### src/rtl/seg595_pkg.sv
// rtl/seg595_pkg.sv - shared constants, segment codes and scan states for the 595 display driver
package seg595_pkg;

    localparam int WORD_W = 16;

    // Segment bytes are {dp,g,f,e,d,c,b,a}, active-high before any inversion
    localparam logic [7:0] SEG_MINUS = 8'h40;
    localparam logic [7:0] SEG_BLANK = 8'h00;

    typedef enum logic [2:0] {
        S_BUILD,
        S_SH_LO,
        S_SH_HI,
        S_LATCH,
        S_HOLD
    } scan_state_t;

    function automatic logic [7:0] seg_code(input logic [3:0] d);
        logic [7:0] r;
        case (d)
            4'd0:    r = 8'h3F;
            4'd1:    r = 8'h06;
            4'd2:    r = 8'h5B;
            4'd3:    r = 8'h4F;
            4'd4:    r = 8'h66;
            4'd5:    r = 8'h6D;
            4'd6:    r = 8'h7D;
            4'd7:    r = 8'h07;
            4'd8:    r = 8'h7F;
            4'd9:    r = 8'h6F;
            default: r = SEG_BLANK;
        endcase
        return r;
    endfunction

endpackage

### src/rtl/bin2bcd_seq.sv
// rtl/bin2bcd_seq.sv - sequential double-dabble converter, one bit per clock
module bin2bcd_seq #(
    parameter int DATA_W     = 20,
    parameter int NUM_DIGITS = 6
) (
    input  logic                    clk,
    input  logic                    rstn,
    input  logic                    start,
    input  logic [DATA_W-1:0]       bin,
    output logic                    last,
    output logic [NUM_DIGITS*4-1:0] bcd,
    output logic                    ovf
);

    // Enough digits to hold any DATA_W value, plus one spare so the
    // "above the displayed digits" slice is never empty.
    localparam int FIT_D  = (DATA_W + 2) / 3;
    localparam int FULL_D = ((FIT_D > NUM_DIGITS) ? FIT_D : NUM_DIGITS) + 1;
    localparam int CNT_W  = $clog2(DATA_W + 1);

    logic [FULL_D*4-1:0] acc;
    logic [FULL_D*4-1:0] acc_adj;
    logic [DATA_W-1:0]   sh;
    logic [CNT_W-1:0]    cnt;
    logic                busy;

    // Add-3 correction on every BCD digit that is 5 or more before the shift
    always_comb begin
        acc_adj = acc;
        for (int i = 0; i < FULL_D; i++) begin
            if (acc[i*4 +: 4] >= 4'd5) begin
                acc_adj[i*4 +: 4] = acc[i*4 +: 4] + 4'd3;
            end
        end
    end

    // Load on start, then shift one binary bit into the BCD accumulator per cycle
    always_ff @(posedge clk) begin
        if (!rstn) begin
            busy <= 1'b0;
            cnt  <= '0;
            acc  <= '0;
            sh   <= '0;
        end else if (start) begin
            busy <= 1'b1;
            cnt  <= CNT_W'(DATA_W);
            acc  <= '0;
            sh   <= bin;
        end else if (busy) begin
            {acc, sh} <= {acc_adj[FULL_D*4-2:0], sh, 1'b0};
            cnt       <= cnt - 1'b1;
            busy      <= (cnt != CNT_W'(1));
        end
    end

    assign last = busy && (cnt == CNT_W'(1));
    assign bcd  = acc[NUM_DIGITS*4-1:0];
    assign ovf  = |acc[FULL_D*4-1:NUM_DIGITS*4];

endmodule

### src/rtl/seg595_scan_driver.sv
// rtl/seg595_scan_driver.sv - multiplexed 7-segment driver over a 74HC595 chain with BCD load and PWM
module seg595_scan_driver
    import seg595_pkg::*;
#(
    parameter int NUM_DIGITS = 6,
    parameter int DATA_W     = 20,
    parameter int CLK_DIV    = 4,
    parameter int SCAN_HOLD  = 256,
    parameter int BRIGHT_W   = 4,
    parameter int SEG_INV    = 1,
    parameter int SEL_INV    = 0
) (
    input  logic                  clk,
    input  logic                  rstn,
    input  logic [DATA_W-1:0]     data_bin,
    input  logic                  neg,
    input  logic [NUM_DIGITS-1:0] dot,
    input  logic                  load,
    output logic                  ready,
    input  logic                  blank_lz,
    input  logic [BRIGHT_W-1:0]   bright,
    output logic                  ovf,
    output logic                  ds,
    output logic                  shcp,
    output logic                  stcp,
    output logic                  roe
);

    localparam int         NBCD     = NUM_DIGITS * 4;
    localparam int         DIV_W    = $clog2(CLK_DIV + 1);
    localparam int         HC_W     = $clog2(SCAN_HOLD + 1);
    localparam logic [7:0] SEG_MASK = (SEG_INV != 0) ? 8'hFF : 8'h00;
    localparam logic [7:0] SEL_MASK = (SEL_INV != 0) ? 8'hFF : 8'h00;

    logic                  accept;
    logic                  conv_last;
    logic                  conv_ovf;
    logic [NBCD-1:0]       conv_bcd;

    logic                  pend_valid;
    logic                  pend_neg;
    logic [NUM_DIGITS-1:0] pend_dot;

    logic [NBCD-1:0]       disp_bcd;
    logic                  disp_neg;
    logic [NUM_DIGITS-1:0] disp_dot;

    scan_state_t           state;
    logic [2:0]            dig;
    logic [DIV_W-1:0]      div_cnt;
    logic [3:0]            bit_cnt;
    logic [WORD_W-1:0]     sh_word;
    logic [HC_W-1:0]       hold_cnt;
    logic [HC_W-1:0]       on_cycles;
    logic [HC_W-1:0]       on_calc;

    logic                  wrap;
    logic                  commit;
    logic                  commit_ovf;

    logic [2:0]            msd;
    logic                  any_nz;
    logic [3:0]            cur_d;
    logic                  cur_dot;
    logic [2:0]            minus_pos;
    logic [7:0]            seg_act;
    logic [7:0]            sel_act;
    logic [WORD_W-1:0]     word;

    assign accept = load & ready;

    bin2bcd_seq #(
        .DATA_W     (DATA_W),
        .NUM_DIGITS (NUM_DIGITS)
    ) u_bcd (
        .clk   (clk),
        .rstn  (rstn),
        .start (accept),
        .bin   (data_bin),
        .last  (conv_last),
        .bcd   (conv_bcd),
        .ovf   (conv_ovf)
    );

    // A frame wraps when the last digit's hold ends; new data is only taken there
    assign wrap       = (state == S_HOLD) && (hold_cnt == HC_W'(SCAN_HOLD - 1))
                        && (dig == 3'(NUM_DIGITS - 1));
    assign commit     = wrap && pend_valid;
    // Negative values lose the top digit to the minus sign
    assign commit_ovf = conv_ovf || (pend_neg && (conv_bcd[NBCD-1 -: 4] != 4'd0));

    assign on_calc    = HC_W'((32'(bright) * 32'(SCAN_HOLD)) >> BRIGHT_W);

    // Handshake: capture sign/dots on accept, hold the result pending until the frame wraps
    always_ff @(posedge clk) begin
        if (!rstn) begin
            ready      <= 1'b1;
            pend_valid <= 1'b0;
            pend_neg   <= 1'b0;
            pend_dot   <= '0;
        end else if (accept) begin
            ready      <= 1'b0;
            pend_valid <= 1'b0;
            pend_neg   <= neg;
            pend_dot   <= dot;
        end else if (conv_last) begin
            ready      <= 1'b1;
            pend_valid <= 1'b1;
        end else if (commit) begin
            pend_valid <= 1'b0;
        end
    end

    // Display registers change only at frame start so a frame never mixes two values
    always_ff @(posedge clk) begin
        if (!rstn) begin
            disp_bcd <= '0;
            disp_neg <= 1'b0;
            disp_dot <= '0;
            ovf      <= 1'b0;
        end else if (commit) begin
            disp_bcd <= conv_bcd;
            disp_neg <= pend_neg;
            disp_dot <= pend_dot;
            ovf      <= commit_ovf;
        end
    end

    // Segment and select bytes for the digit currently being scanned
    always_comb begin
        msd     = '0;
        any_nz  = 1'b0;
        cur_d   = '0;
        cur_dot = 1'b0;
        for (int i = 0; i < NUM_DIGITS; i++) begin
            if (disp_bcd[i*4 +: 4] != 4'd0) begin
                msd    = 3'(i);
                any_nz = 1'b1;
            end
            if (3'(i) == dig) begin
                cur_d   = disp_bcd[i*4 +: 4];
                cur_dot = disp_dot[i];
            end
        end
        minus_pos = blank_lz ? (msd + 3'd1) : 3'(NUM_DIGITS - 1);
        if (ovf) begin
            seg_act = SEG_MINUS;
        end else if (disp_neg && any_nz && (dig == minus_pos)) begin
            seg_act = SEG_MINUS;
        end else if (blank_lz && (dig > msd)) begin
            seg_act = SEG_BLANK;
        end else begin
            seg_act = seg_code(cur_d);
        end
        seg_act[7] = seg_act[7] | cur_dot;
        sel_act    = 8'b1 << dig;
        word       = {seg_act ^ SEG_MASK, sel_act ^ SEL_MASK};
    end

    // Scan FSM: build word, shift 16 bits MSB first, latch, then hold with PWM on roe
    always_ff @(posedge clk) begin
        if (!rstn) begin
            state     <= S_BUILD;
            dig       <= '0;
            div_cnt   <= '0;
            bit_cnt   <= '0;
            sh_word   <= '0;
            hold_cnt  <= '0;
            on_cycles <= '0;
            ds        <= 1'b0;
            shcp      <= 1'b0;
            stcp      <= 1'b0;
            roe       <= 1'b1;
        end else begin
            case (state)
                S_BUILD: begin
                    ds      <= word[WORD_W-1];
                    sh_word <= {word[WORD_W-2:0], 1'b0};
                    shcp    <= 1'b0;
                    roe     <= 1'b1;
                    div_cnt <= '0;
                    bit_cnt <= '0;
                    state   <= S_SH_LO;
                end
                S_SH_LO: begin
                    if (div_cnt == DIV_W'(CLK_DIV - 1)) begin
                        div_cnt <= '0;
                        shcp    <= 1'b1;
                        state   <= S_SH_HI;
                    end else begin
                        div_cnt <= div_cnt + 1'b1;
                    end
                end
                S_SH_HI: begin
                    if (div_cnt == DIV_W'(CLK_DIV - 1)) begin
                        div_cnt <= '0;
                        shcp    <= 1'b0;
                        if (bit_cnt == 4'(WORD_W - 1)) begin
                            stcp  <= 1'b1;
                            state <= S_LATCH;
                        end else begin
                            ds      <= sh_word[WORD_W-1];
                            sh_word <= {sh_word[WORD_W-2:0], 1'b0};
                            bit_cnt <= bit_cnt + 1'b1;
                            state   <= S_SH_LO;
                        end
                    end else begin
                        div_cnt <= div_cnt + 1'b1;
                    end
                end
                S_LATCH: begin
                    if (div_cnt == DIV_W'(CLK_DIV - 1)) begin
                        div_cnt   <= '0;
                        stcp      <= 1'b0;
                        hold_cnt  <= '0;
                        on_cycles <= on_calc;
                        roe       <= (on_calc == '0);
                        state     <= S_HOLD;
                    end else begin
                        div_cnt <= div_cnt + 1'b1;
                    end
                end
                S_HOLD: begin
                    if (hold_cnt == HC_W'(SCAN_HOLD - 1)) begin
                        roe   <= 1'b1;
                        dig   <= (dig == 3'(NUM_DIGITS - 1)) ? 3'd0 : dig + 3'd1;
                        state <= S_BUILD;
                    end else begin
                        hold_cnt <= hold_cnt + 1'b1;
                        roe      <= !((hold_cnt + 1'b1) < on_cycles);
                    end
                end
                default: begin
                    state <= S_BUILD;
                end
            endcase
        end
    end

endmodule

### config.mk
export PLATFORM = sky130hd
export DESIGN_NAME = seg595_scan_driver
export DESIGN_NICKNAME = d
export VERILOG_FILES = /design/src/rtl/seg595_pkg.sv /design/src/rtl/bin2bcd_seq.sv /design/src/rtl/seg595_scan_driver.sv
export SDC_FILE = /design/constraint.sdc
export NUM_CORES = 1
export LEC_CHECK = 0
export ABC_CLOCK_PERIOD_IN_PS = 3950
export CAP_MARGIN = 15
export CORE_MARGIN = 4
export CORE_UTILIZATION = 59
export CTS_BUF_LIST = sky130_fd_sc_hd__clkbuf_2 sky130_fd_sc_hd__clkbuf_4 sky130_fd_sc_hd__clkbuf_8
export CTS_CLUSTER_SIZE = 20
export DETAILED_ROUTE_END_ITERATION = 10
export PLACE_DENSITY = 0.79
export SETUP_SLACK_MARGIN = 0.1
export SLEW_MARGIN = 20
export SYNTH_ARGS = -nofsm -noshare
export SYNTH_HDL_FRONTEND = slang
export SYNTH_HIERARCHICAL = 1
export SYNTH_SLANG_ARGS = --single-unit
### constraint.sdc
create_clock -name clk -period 3.95 [get_ports clk]
set_clock_uncertainty 0.2 [all_clocks]
set_input_delay 1.185 -clock clk [delete_from_list [all_inputs] [get_ports clk]]
set_output_delay 1.185 -clock clk [all_outputs]
set_load 0.05 [all_outputs]
Yosys cells after proc, flatten, opt, wreduce, memory -nomap -nowiden

Memory sizes are Yosys's and may differ from the RTL's.
Cells that the tools add are included.

Register bits after elaboration: 145
Bits in latches: 0
RAM bits: 0
Memory bits (read-only): 112
Memories kept: 1

Memories:

| memory          | words | bits a word | read ports | clocked after Yosys merged registers in | wr ports | RTL line         | RTL |
|---|---|---|---|---|---|---|---|
| (no name shown) | 16    | 7           | 1          | 0                                       | 0        | seg595_pkg.sv:20 | `case (d)` |

Add/sub/neg operators: 14
Multiply operators: 0
Divide/modulo/power cells: 0
Order comparisons: 10
Equal/unequal tests: 23
Shifts and indexed selects: 1
Muxes and demuxes: 75
Bitwise logic cells: 4
Reduce and logical (&&, ||, !) cells: 40

Operators by type and width:

| operator              | number |
|---|---|
| $mux W4               | 15 |
| $mux W20              | 2 |
| $mux W3               | 12 |
| $ge A4 B3 Y1 const B  | 8 |
| $mux W16              | 2 |
| $pmux W16 S2          | 1 |
| $add A4 B2 Y4 const B | 7 |
| $reduce_bool A4 Y1    | 7 |
| $mux W1               | 27 |
| $mux W8               | 3 |
| $mux W9               | 2 |
| $pmux W9 S2           | 1 |
| $pmux W3 S5           | 1 |
| $reduce_bool A2 Y1    | 7 |
| $ne A2 B2 Y1 const B  | 6 |
| $mux W5               | 2 |
| $add A3 B1 Y3 const B | 3 |
| $add A9 B1 Y9 const B | 1 |
| $eq A3 B2 Y1 const B  | 3 |
| $eq A9 B8 Y1 const B  | 1 |
| $logic_not A9 Y1      | 1 |
| $lt A9 B8 Y1          | 1 |
| $reduce_and A3 Y1     | 3 |
| $logic_and A1 B1 Y1   | 8 |
| other kinds (33)      | 43 |

Longest topological paths before layout

Depth after elaboration: 15
Depth in mapped cells: 14

Modules after synthesis

Netlist, hierarchy kept.

By module, submodules not included:

| module             | times used | cells an instance | area each (um2) |
|---|---|---|---|
| seg595_scan_driver | 1          | 552               | 4,421.7 |
| bin2bcd_seq        | 1          | 414               | 3,394.5 |

Worst setup path after synthesis

No wires, ideal clock.

Path type: reg-to-reg
Start point: reg dig[0]
End point: reg sh_word[15]
Setup time: 0.116 ns
Data arrival time: 2.546 ns
Data required time: 3.634 ns
Slack: 1.088 ns
Cell stages (with the launch flop): 15
Buffers on the path: 3
Period minus slack after synthesis: 2.862 ns
Cells stage by stage: dfxtp_1 > buf_6 > buf_2 > and2_1 > ha_1 > buf_2 > inv_1 > o221ai_1 > o221ai_2 > inv_1 > ha_1 > mux2_4 > o21ai_1 > o21ai_1 > a31o_1

Cells in the longest elaborated chain, start to end: 13

RTL lines:

| what                            | RTL line                  | RTL |
|---|---|---|
| start: declaration              | seg595_scan_driver.sv:49  | `logic [2:0] dig;` |
| start signal: assignment        | seg595_scan_driver.sv:226 | `dig <= (dig == 3'(NUM_DIGITS - 1)) ? 3'd0 : dig + 3'd1;` |
| $logic_not A3 Y1                | seg595_scan_driver.sv:140 | `if (3'(i) == dig) begin` |
| $mux W4 (6 in a row)            | seg595_scan_driver.sv:140 |  |
| $mem_v2 Z16 W7                  | --                        |  |
| $mux W8                         | seg595_scan_driver.sv:150 | `end else if (blank_lz && (dig > msd)) begin` |
| $mux W8 (*)                     | seg595_scan_driver.sv:148 | `end else if (disp_neg && any_nz && (dig == minus_pos)) begin` |
| $mux W8 (*)                     | seg595_scan_driver.sv:146 | `if (ovf) begin` |
| $not A8 Y8 (no source line) (*) | --                        |  |
| $pmux W16 S2 (*)                | seg595_scan_driver.sv:175 | `case (state)` |
| end signal: assignment          | seg595_scan_driver.sv:178 | `sh_word <= {word[WORD_W-2:0], 1'b0};` |
| end signal: assignment          | seg595_scan_driver.sv:203 | `sh_word <= {sh_word[WORD_W-2:0], 1'b0};` |
| end: declaration                | seg595_scan_driver.sv:52  | `logic [WORD_W-1:0] sh_word;` |

Every way passes the cells marked *; elsewhere a longest branch is shown, timed or not.
A chain may end at the register's enable or synchronous reset.

Worst setup path after layout

Start point: reg dig[1]
End point: reg sh_word[13]

The elaborated chain is that of the path after synthesis.

==> impl_metrics.prom <==
# TYPE chip_impl_metric gauge
chip_impl_metric{name="internal-power",unit="mW"} 2.22
chip_impl_info{name="crit_path_end_kind",value="flop"} 1
chip_impl_info{name="min_delay_worst_endpoint",value="disp_dot[1]"} 1
chip_impl_metric{name="port-buffer-count",unit=""} 40
chip_impl_metric{name="sequentialPowerShare",unit="%"} 52.4
chip_impl_metric{name="setup_tns",unit="ns"} 0
chip_impl_metric{name="count_of_final_max_slew_check_failures",unit=""} 0
chip_impl_info{name="startpoint_type",value="flop"} 1
chip_impl_metric{name="yosys_warnings",unit=""} 6
chip_impl_info{name="dominant_combinational_cell_family_by_area_after_synthesis",value="simple AND/OR/NAND/NOR gates"} 1
chip_impl_metric{name="postSynthRegisterBits",unit=""} 144
chip_impl_metric{name="period_share",unit="%"} 81.5
chip_impl_metric{name="drv.max_cap_violation_count",unit=""} 0
chip_impl_info{name="setup.worst_path.class",value="reg2reg"} 1
chip_impl_metric{name="cts-buffers-inserted",unit=""} 17
chip_impl_metric{name="timing_worst_slew_pin_value",unit="ns"} 0.783
chip_impl_metric{name="synth-async-reset-ratio",unit="%"} 0
chip_impl_info{name="rsz0062_at_grt",value="no"} 1
chip_impl_metric{name="synth_area_in_compound_gates",unit="%"} 19.3
chip_impl_metric{name="cts_resized",unit=""} 0
chip_impl_metric{name="drc_errors",unit=""} 0
chip_impl_metric{name="count_of_flip_flops_with_a_built_in_enable_after_synthesis",unit=""} 0
chip_impl_metric{name="die_height",unit="um"} 123
chip_impl_metric{name="grtUsageTotal",unit="%"} 21.0
chip_impl_metric{name="worstHoldPathCells",unit=""} 2
chip_impl_metric{name="cts_sinks",unit=""} 144
chip_impl_metric{name="wire_length_of_the_first_global_routing_pass",unit="um"} 26200
chip_impl_metric{name="design.die.area",unit="mm^2"} 0.0152
chip_impl_metric{name="std_cell_rows",unit=""} 41
chip_impl_metric{name="nets",unit=""} 1029
chip_impl_metric{name="max_fo_critical_path",unit=""} 18
chip_impl_metric{name="grt_start_max_net_pins",unit=""} 69
chip_impl_info{name="worstSetupStartpoint",value="dig[1]"} 1
chip_impl_info{name="cts_tree",value="yes"} 1
chip_impl_metric{name="n_antenna_cell",unit=""} 0
chip_impl_metric{name="power.static_leakage",unit="nW"} 2.98
chip_impl_info{name="hp-class",value="reg2reg"} 1
chip_impl_metric{name="clock_latency",unit="ns"} 0.45
chip_impl_metric{name="antenna_found_initial",unit=""} 0
chip_impl_metric{name="post-route-min-period",unit="ns"} 3.22
chip_impl_metric{name="synthesis.area_per_instance",unit="um^2"} 8.09
chip_impl_metric{name="ir_drop",unit="mV"} 0.255
chip_impl_info{name="mostFrequentLayoutCells",value="144 x nand2_1, 143 x dfxtp_1, 83 x a21oi_1, 68 x o21ai_0, 63 x nor2_1"} 1
chip_impl_metric{name="overflow",unit=""} 0
chip_impl_metric{name="vias_in_the_first_global_route",unit=""} 5736
chip_impl_info{name="clock_root_cell",value="clkbuf_8"} 1
chip_impl_info{name="postSynth.topFlopCell",value="dfxtp_1"} 1
chip_impl_metric{name="postSynthCellCount",unit=""} 966
chip_impl_metric{name="timing.critical_path.required",unit="ns"} 4.15
chip_impl_metric{name="drt-total-wl",unit="um"} 15600
chip_impl_metric{name="place.gp.congestion",unit=""} 0.849
chip_impl_metric{name="timing.final.ws_setup",unit="ns"} 0.732
chip_impl_metric{name="cellPowerDensity",unit="mW/mm^2"} 352
chip_impl_metric{name="netlist-cell-type-count",unit=""} 76
chip_impl_metric{name="wp_data_arrival",unit="ns"} 3.42
chip_impl_metric{name="clock_path_buffers",unit=""} 2
chip_impl_metric{name="yosys.area_share.simple",unit="%"} 23.0
chip_impl_metric{name="core",unit="mm^2"} 0.0128
chip_impl_metric{name="io_pins",unit=""} 41
chip_impl_metric{name="wire_per_inst",unit="um"} 13.7
chip_impl_metric{name="clkTransAtPathRegs",unit="ns"} 0.08
chip_impl_info{name="critical_path.reg2reg.endpoint",value="sh_word[13]"} 1
chip_impl_info{name="timing.critical_path.cells",value="and2_1 -> ha_1 -> or2_1 -> a221oi_2 -> a311oi_2 -> buf_4 -> mux2i_1 -> nor2_1 -> a311oi_1 -> a211o_1"} 1
chip_impl_metric{name="areaGrowthSynthToFinish",unit="%"} 7.78
chip_impl_info{name="worstHoldStart",value="pend_dot[1]"} 1
chip_impl_metric{name="reg2regPathDepth",unit=""} 10
chip_impl_metric{name="hold_ws",unit="ns"} 0.258
chip_impl_metric{name="clkPwrFrac",unit="%"} 39.0
chip_impl_info{name="result_of_the_run",value="finished, final reports clean"} 1
chip_impl_metric{name="final-setup-viol-count",unit=""} 0
chip_impl_metric{name="initial_core_util",unit="%"} 61.2
chip_impl_metric{name="regArea",unit="mm^2"} 0.00289
chip_impl_metric{name="post_synth_mux_area_share",unit="%"} 4.67
chip_impl_metric{name="synth_nets",unit=""} 1039
chip_impl_metric{name="detail-route-antenna-nets",unit=""} 0
chip_impl_metric{name="switching_share",unit="%"} 25.2
chip_impl_metric{name="floorplan.die.width",unit="um"} 123
chip_impl_metric{name="switchingPower",unit="mW"} 0.747
chip_impl_info{name="layout.cells.most_common",value="nand2_1"} 1
chip_impl_metric{name="viasPerCell",unit=""} 5.68
chip_impl_metric{name="synthesis.area",unit="mm^2"} 0.00782
chip_impl_metric{name="finalHoldViolCount",unit=""} 0
chip_impl_metric{name="cts.hold.buffers_added",unit=""} 0
chip_impl_metric{name="timing.reg2reg.setup_slack",unit="ns"} 0.73
chip_impl_metric{name="via_count",unit=""} 6475
chip_impl_metric{name="footprint_of_the_multi_input_gates",unit="mm^2"} 0.00428
chip_impl_metric{name="pre_cts_slack",unit="ns"} 0.549
chip_impl_metric{name="postCtsSetupRepairBufs",unit=""} 0
chip_impl_metric{name="drt-initial-drc-count",unit=""} 475
chip_impl_metric{name="dp_hpwl",unit="um"} 10700
chip_impl_metric{name="drive_above_1_share",unit="%"} 6.62
chip_impl_info{name="crit_slowest_cell",value="dfxtp_1"} 1
chip_impl_info{name="worst_r2r_startpoint",value="dig[1]"} 1
chip_impl_metric{name="clock_tree.htree_level_count",unit=""} 4
chip_impl_metric{name="critical_path.max_stage_delay",unit="ns"} 0.70
chip_impl_metric{name="yosys.area_share.adder",unit="%"} 6.08
chip_impl_metric{name="synth-seq-area-share",unit="%"} 36.9
chip_impl_metric{name="placed_cells_incl_taps",unit=""} 1109
chip_impl_metric{name="synthXorXnorAreaFrac",unit="%"} 1.68
chip_impl_metric{name="fin_cells",unit=""} 1139
chip_impl_metric{name="filler_cell_count",unit=""} 1068
chip_impl_metric{name="max_clock_freq",unit="MHz"} 311
chip_impl_metric{name="detail_route.first_pass.iterations",unit=""} 5
chip_impl_metric{name="power.combinational.fraction",unit="%"} 8.5
chip_impl_metric{name="maxSlewHeadroom",unit="%"} 47.8
[Yosys cell counts (19+ instances only)]
library cell,instances,area (um^2)
dfxtp_1,144,2880
nand2_1,144,541
a21oi_1,83,415
o21ai_0,68,340
nor2_1,63,236
inv_1,39,146
ha_1,38,475
mux2i_1,35,350
buf_4,30,225
clkbuf_1,26,97.6
nand2b_1,22,138
and2_1,21,131
nor3_1,19,95.1
[worst max-delay path: cells and delay by family (launching register included)]
kind	cells	cell delay, ns
adders and majority gates	1	0.37
AOI/OAI and AO/OA	4	0.96
DFF	1	0.70
muxes	1	0.18
and+or+nand+nor	3	0.49
buffers and inverters	1	0.25
[state kept, by name (all words and copies together), names as in the netlist, 5 cells and up]
name,count
sh_word,15
u_bcd/cnt,5
hold_cnt,9
disp_dot,6
pend_dot,6
u_bcd/sh,20
u_bcd/acc,32
disp_bcd,24
[metal layers]
| metal | wire length [um] | global-route usage [%] | up-vias |
|---|---|---|---|
| met2 | 7360 | 33.6 | 110 |
| met4 | 174 | 5.88 | 0 |
| li1 | - | - | 3356 |
| met5 | 0 | 0 | - |
| met1 | 7540 | 28.6 | 2986 |
| met3 | 548 | 4.89 | 23 |
[how the worst max path moves through the flow]
stage          slack (ns)  cells after the start            end
2_1_floorplan        1.09                     14    sh_word[15]
5_1_grt              0.53                     11    sh_word[15]
6_report             0.73                     10    sh_word[13]
3_3_place_gp         0.59                      6   u_bcd/acc[9]
3_5_place_dp         0.55                      6  u_bcd/acc[29]
4_1_cts              0.81                     11    sh_word[15]
[per-stage QoR]
stage               cell area, um^2  total power [mW]  util [%]
floorplan                      7820              1.77         -
detailed placement             8040              1.84      62.9
finish                         8420              2.96      66.0
global route                   8420              3.08      66.0
CTS                            8420              2.98      66.0
global placement               8040              1.83      62.9
[logic make-up after synthesis]
| logic type | count (synthesis) |
|---|---|
| AO/OA/AOI/OAI | 243 |
| multiplexers | 36 |
| adder cells (fa/ha/maj) | 38 |
| buffers and inverters | 125 |
| flip-flops | 144 |
| XOR/XNOR | 15 |
| AND/OR/NAND/NOR | 365 |
[power by group through the flow]
stage | Sequential, mW | Clock [mW] | Combinational [mW]
after global placement | 1.59 | 0 | 0.246
after CTS | 1.55 | 1.18 | 0.253
after global routing | 1.56 | 1.23 | 0.284
final | 1.55 | 1.16 | 0.253
after detailed placement | 1.59 | 0 | 0.251
after floorplan | 1.56 | 0 | 0.209
[cell type report]
type	count	area share (%)
clock buffers	21	3.28
well taps	172	2.55
flip-flops and latches	144	34.3
repair buffers	53	5.91
inverters	43	1.92
clock inverters	9	1.31
multi-input cells	697	50.8
Power figures use the tool's default switching activity.
